$ cat config.mk
export PLATFORM = sky130hd
export DESIGN_NAME = intcalc_seq
export DESIGN_NICKNAME = d
export VERILOG_FILES = /design/src/rtl/intcalc_pkg.sv /design/src/rtl/intcalc_seq.sv
export SDC_FILE = /design/constraint.sdc
export NUM_CORES = 1
export LEC_CHECK = 0
export BUFFER_PORTS_ARGS = -buffer_cell sky130_fd_sc_hd__buf_2
export CORE_UTILIZATION = 49
export DETAILED_ROUTE_END_ITERATION = 8
export PLACE_DENSITY = 0.86
export SYNTH_ARGS = -nofsm -noshare
export SYNTH_HDL_FRONTEND = slang
export SYNTH_SLANG_ARGS = --single-unit
$ cat constraint.sdc
create_clock -name clock -period 2.8 [get_ports clock]
set_input_delay 0.28 -clock clock [delete_from_list [all_inputs] [get_ports clock]]
set_output_delay 0.28 -clock clock [all_outputs]
set_load 0.01 [all_outputs]
$ cat src/rtl/intcalc_pkg.sv
// intcalc_pkg: func codes, FSM state encoding and decode helpers shared by the mul/div sequencer.
package intcalc_pkg;

    localparam logic [2:0] FN_MUL  = 3'b000;
    localparam logic [2:0] FN_DIV  = 3'b001;
    localparam logic [2:0] FN_MOD  = 3'b010;
    localparam logic [2:0] FN_MULU = 3'b100;
    localparam logic [2:0] FN_DIVU = 3'b101;
    localparam logic [2:0] FN_MODU = 3'b110;

    typedef enum logic [1:0] {S_IDLE, S_RUN, S_DONE} state_t;

    function automatic logic is_div(logic [2:0] f);
        return f == FN_DIV || f == FN_MOD || f == FN_DIVU || f == FN_MODU;
    endfunction

    function automatic logic is_supported(logic [2:0] f);
        return f == FN_MUL || f == FN_MULU || is_div(f);
    endfunction

endpackage

$ cat src/rtl/intcalc_seq.sv
// intcalc_seq: sequences one op at a time through the external mul/div datapath.
// Define INTCALC_SEQ_BACKTOBACK_EN to allow a new accept on the response handshake cycle.
module intcalc_seq
    import intcalc_pkg::*;
#(
    parameter int WIDTH       = 32,
    parameter int MUL_LATENCY = 2,
    parameter int DIV_LATENCY = 8
) (
    input  logic             clock,
    input  logic             reset,
    input  logic             req_valid,
    output logic             req_ready,
    input  logic [2:0]       req_func,
    input  logic [WIDTH-1:0] req_a,
    input  logic [WIDTH-1:0] req_b,
    output logic             resp_valid,
    input  logic             resp_ready,
    output logic [WIDTH-1:0] resp_data,
    output logic             resp_divzero,
    output logic             resp_badfunc,
    output logic             busy,
    output logic [2:0]       calc_func,
    output logic [WIDTH-1:0] calc_in1,
    output logic [WIDTH-1:0] calc_in2,
    input  logic [WIDTH-1:0] calc_out
);

    localparam int MAX_LAT = MUL_LATENCY > DIV_LATENCY ? MUL_LATENCY : DIV_LATENCY;
    localparam int CW      = $clog2(MAX_LAT + 1);

    state_t          state, state_n;
    logic [CW-1:0]   cnt;
    logic            accept, div_zero, bad_func, short_op;

    assign div_zero = is_div(req_func) && req_b == '0;
    assign bad_func = !is_supported(req_func);
    assign short_op = div_zero || bad_func;
    assign accept   = req_valid && req_ready;

    always_comb begin
        state_n    = state;
        resp_valid = state == S_DONE;
        busy       = state != S_IDLE;
`ifdef INTCALC_SEQ_BACKTOBACK_EN
        req_ready  = state == S_IDLE || (state == S_DONE && resp_ready);
`else
        req_ready  = state == S_IDLE;
`endif
        case (state)
            S_IDLE:  state_n = accept ? (short_op ? S_DONE : S_RUN) : S_IDLE;
            S_RUN:   state_n = cnt == CW'(1) ? S_DONE : S_RUN;
            S_DONE:  state_n = !resp_ready ? S_DONE : accept ? (short_op ? S_DONE : S_RUN) : S_IDLE;
            default: state_n = S_IDLE;
        endcase
    end

    always_ff @(posedge clock) begin
        if (reset) begin
            state <= S_IDLE;
        end else begin
            state <= state_n;
        end
    end

    always_ff @(posedge clock) begin
        if (reset) begin
            cnt          <= '0;
            calc_func    <= FN_MUL;
            calc_in1     <= '0;
            calc_in2     <= '0;
            resp_data    <= '0;
            resp_divzero <= 1'b0;
            resp_badfunc <= 1'b0;
        end else begin
            if (accept) begin
                calc_func    <= req_func;
                calc_in1     <= req_a;
                calc_in2     <= req_b;
                cnt          <= is_div(req_func) ? CW'(DIV_LATENCY) : CW'(MUL_LATENCY);
                resp_divzero <= div_zero;
                resp_badfunc <= bad_func;
                if (short_op) resp_data <= '0;
            end else if (state == S_DONE && resp_ready) begin
                resp_divzero <= 1'b0;
                resp_badfunc <= 1'b0;
            end
            // Datapath output is only trusted once the inputs have been held for the full latency.
            if (state == S_RUN) begin
                cnt <= cnt - CW'(1);
                if (cnt == CW'(1)) resp_data <= calc_out;
            end
        end
    end

endmodule
# Word level (Yosys, flattened, before mapping)
# Cells that the tools add are included.
# totals
register_bits,107
in_bits,103
# classes
n_reduce_logical,16
muxes,15
add_sub_neg,1
eq_ne,8
# op_table
operator,n
two-way mux 32 bit,4
zero test 32 bit,1
two-way mux 4 bit,3
== test 3 bit (second input constant),3
two-way mux 2 bit,4
logical OR 1 bit,6
case mux 2 bit (3 select lines),1
nonzero test 2 bit,3
== test 4 x 1 -> 1 bit (second input constant),1
subtractor 4 x 1 -> 4 bit (second input constant),1
== test 3 x 1 -> 1 bit (second input constant),1
== test 3 x 2 -> 1 bit (second input constant),1
logical AND 1 bit,3
zero test 3 bit,1
two-way mux 1 bit,3
== test 2 x 1 -> 1 bit (second input constant),1
== test 2 bit (second input constant),1
zero test 2 bit,1
zero test 1 bit,1

# Depth between registers and ports, before layout
# logic_depth
ltp_word,11
mapped_depth,8
depth_no_buf,6

# Least setup slack after synthesis
# OpenSTA, ideal clock, no wires.
# synth_path
kind,input to register
from,input port req_func[0]
to,register resp_data[11]
required_time_ns,2.683
arrival_ns,1.702
stages,7
n_path_buf,1
setup_slack_ns,0.981
path_cell_list,inv_1 -> ha_1 -> nor4b_4 -> nand4_2 -> o41ai_4 -> buf_6 -> nor2_2
# synth_via
elab_chain_len,11
word_cells_on_any_way,18
cone_classes,5 x eq/ne; 4 x mux; 9 x reduce/logical
# synth_lines
item,line_no,text
start: declaration,intcalc_seq.sv:14,"input logic [2:0] req_func,"
== test 3 x 1 -> 1 bit / == test 3 x 2 -> 1 bit (equally long branches),intcalc_pkg.sv:14,return f == FN_DIV || f == FN_MOD || f == FN_DIVU || f == FN_MODU;
logical OR 1 bit (3 in a row),intcalc_pkg.sv:14,
logical OR 1 bit,intcalc_pkg.sv:18,return f == FN_MUL || f == FN_MULU || is_div(f);
zero test 1 bit,intcalc_seq.sv:37,assign bad_func = !is_supported(req_func);
logical OR 1 bit (*),intcalc_seq.sv:38,assign short_op = div_zero || bad_func;
two-way mux 32 bit (*),intcalc_seq.sv:83,if (short_op) resp_data <= '0;
two-way mux 32 bit (*),intcalc_seq.sv:76,if (accept) begin
two-way mux 32 bit,intcalc_seq.sv:91,if (cnt == CW'(1)) resp_data <= calc_out;
two-way mux 32 bit (*),intcalc_seq.sv:89,if (state == S_RUN) begin
end signal: assignment,intcalc_seq.sv:91,
end: declaration,intcalc_seq.sv:19,"output logic [WIDTH-1:0] resp_data,"
# Mark *: on every way between the ends. The rest lies on a longest branch, timed or not.
# A chain may end at the register's enable or synchronous reset.

# Worst setup path after layout
# layout_path
from,register cnt[1]
to,register state[1]
# layout_via
elab_chain_len,3
# layout_lines
item,line_no,text
start: declaration,intcalc_seq.sv:33,logic [CW-1:0] cnt;
start signal: assignment,intcalc_seq.sv:80,cnt <= is_div(req_func) ? CW'(DIV_LATENCY) : CW'(MUL_LATENCY);
start signal: assignment,intcalc_seq.sv:90,cnt <= cnt - CW'(1);
== test 4 x 1 -> 1 bit,intcalc_seq.sv:52,S_RUN: state_n = cnt == CW'(1) ? S_DONE : S_RUN;
two-way mux 2 bit,intcalc_seq.sv:52,
case mux 2 bit (3 select lines),intcalc_seq.sv:50,case (state)
end signal: assignment,intcalc_seq.sv:62,state <= state_n;
end: declaration,intcalc_seq.sv:32,"state_t state, state_n;"
# No other way between the ends.

==> key figures <==
Clock network
  – Htree depth: 3
  – Max clock buf depth: 2
  – # hold bufs at CTS: 0
  – Skew-Pair Late Insertion Delay: 0.36 ns
  – Post-CTS Resized: 0
  – Clock transition at path regs: roughly 0.10 ns
  – Root Buffer: clkbuf_8
  – TritonCTS clock tree: built
  – Post-CTS Repair Setup Buffers: 0
  – Sink Count: ~110
  – Num CTS Buffers: 9

STA
  – Max-slew violations: 0
  – Slew HR: roughly 57%
  – RSZ-0062 raised after global routing: false
  – Fin crit share: between 70% and 80%
  – Total negative setup slack: 0 ns
  – Final setup fails: 0
  – Post-route minimum period: around 2 ns
  – Max Clock Skew: approximately 0.01 ns
  – Max Freq: approximately 500 MHz
  – Final hold slack: around 0.14 ns
  – Worst Max-Slew Pin Slew: 0.646 ns
  – Final hold vios: 0

Power
  – Maximum vdd ir drop: about 0.56 mV
  – PD cells: ~650 nW/um2
  – Leak Pwr: approximately 2.5 nW

Finish
  – Filler cell count in the final layout: roughly 670
  – Final net count: 767
  – Final core utilization: 68.4%
  – Area Overhead vs Synth: 33.4%
  – N_diodes: 0
  – Multi-input logic area: roughly 1700 um2
  – Storage element area: roughly 2100 um2
  – Layout cells sized above 1: 40.4%

Placed design
  – HPWL Detailed: approximately 7600 um
  – Final Wtd Congestion: a little under 0.8
  – Port-buffer cells: roughly 210

GRT
  – Vias in the first global route: 3,597
  – Pin count of the biggest net entering global routing: 55
  – Initial antenna violation count: 0
  – GRT Total Usage: around a quarter
  – First-pass GRT wire length: between 15,000 and 20,000 um
  – GRT Residual Overflow: 0

Floorplanning
  – Row Count: 32
  – Die height: ~90 um
  – Core area: around 7800 um2
  – Ports: 207
  – Die area: ~8600 um2
  – Starting Density: 51.3%
  – Die width: 92.6 um

Drt
  – Highest layer used for signal routing: met4
  – WL met3: roughly 660 um
  – Drt drc: 0
  – WL met1: between 4000 and 5000 um
  – Via count: just under 4,000
  – Routed wl met2: just over 5000 um
  – DR WL/cell: ~14 um
  – WL final: between 10,000 and 15,000 um
  – Post-DRT Antenna Nets: 0
  – DR pass1 iterations: 5
  – First-iteration detailed-routing DRC count: about 210
  – Vias per cell: about 5.1

Synth
  – Seq cells post-synth: about 110
  – Syn Area/Cell: about 8.6 um2
  – Synth Instances: 469
  – Post-synthesis cell area: 4020 um2
  – Sequential element share of the synthesized area: ~53%
  – Post-synth cell types: 34
  – Synthesis Warnings: 0
  – Post-Syn Nets: approximately 580

Worst setup path
  – CP endpoint kind: flop
  – Critical Path RT: slightly above 3 ns
  – Crit path kind: reg2reg
  – Crit path DAT: approximately 2.3 ns
  – CP Launch Type: flop
  – CP Max Fanout: 33

Job
  – # Max-Cap Violations: 0

Worst hold path
  – Hold crit path type: in2reg

Outcome
  – Outcome: completed
worst max-delay path, stage by stage, from the launching register on:
cell,delay (ns)
dfxtp_1,0.37
inv_1,0.07
ha_1,0.17
or3b_1,0.25
o2bb2a_2,0.64
o21ai_0,0.19
a21o_1,0.21
state kept, by name (all words and copies together) (netlist names):
signal        cells
calc_func         3
resp_divzero      1
resp_data        32
cnt               4
resp_badfunc      1
calc_in1         32
calc_in2         32
state             2
synthesized netlist by cell type (all sizes together):
cell type	count	share of area (%)
inv	7	0.65
o41ai	1	0.68
o21ai	2	0.25
or3b	1	0.22
nand3	2	0.25
nor3b	1	0.19
o211ai	1	0.19
a22oi	32	6.0
nor2b	2	0.31
nor4	7	1.8
nand2	141	13
xor2	1	0.22
a21o	1	0.19
ha	4	1.2
o2bb2a	1	0.28
dfxtp	107	53
a31oi	1	0.16
nand2b	2	0.31
o22ai	1	0.16
nor3	3	0.37
o31ai	1	0.19
a41o	1	0.25
nand4	2	0.62
nor2	41	5.7
buf	12	1.9
or3	1	0.16
clkbuf	21	2.0
nor4b	1	0.59
a21oi	71	8.8
power by group:
| group | total [mW] | leakage [nW] | switching, mW | internal (mW) |
|---|---|---|---|---|
| clock network | 1.26 | 0.137 | 0.491 | 0.770 |
| logic | 0.559 | 1.53 | 0.342 | 0.217 |
| registers | 1.67 | 0.874 | 0.0536 | 1.62 |
logic make-up (layout without fill, tap and decap cells):
logic type	after synthesis	after routing	synth area share [%]
buf+inv	40	235	4.54
xor+xnor	1	1	0.218
flops	107	107	53.2
simple gates	204	204	23.6
fa+ha+maj	4	4	1.24
compound gates	113	113	17.1
metal layers:
metal  up-vias  GRT usage (%)
met3        24           6.40
met5         -              0
met1      1759           28.3
met2       156           42.1
met4         0           10.5
li1       1949              -
per-stage QoR:
stage                     setup WS, ns  cell area [um2]  instances  power [mW]
final                            0.809             5370        766        3.49
after detailed placement         0.538             5090        751        2.27
after CTS                        0.842             5370        766        3.51
after floorplan                  0.981             4020        469        2.03
after global placement           0.624             5090        751        2.24
after global routing             0.682             5370        766        3.66
cell type report:
type	count	area share (%)
clock buffers	10	2.38
clock inverters	5	2.80
inverters	7	0.490
multi-input cells	322	31.8
flip-flops and latches	107	39.9
well taps	102	2.38
repair buffers	213	20.2
final timing paths:
check                    from            to  slack, ns  depth (start not counted)
setup / recovery       cnt[1]      state[1]       0.81                          6
hold / removal      req_a[21]  calc_in1[21]       0.14                          3
setup reg to reg       cnt[1]      state[1]       0.81                          6
hold reg to reg   calc_in2[3]   calc_in2[3]       0.46                          2
cells in the final DEF (no fill, tap or decap), types with 4 or more instances in the layout:
cell / Yosys / final
buf_4: 0 / 7
a22oi_1: 32 / 32
nor2_2: 30 / 31
clkbuf_8: 0 / 9
dfxtp_1: 107 / 107
ha_1: 4 / 4
a21oi_1: 71 / 71
nor2_1: 11 / 10
bufinv_16: 0 / 5
buf_2: 8 / 206
nor4_1: 4 / 4
inv_1: 7 / 7
nand2_1: 141 / 140
(Power assumes the default switching activity.)
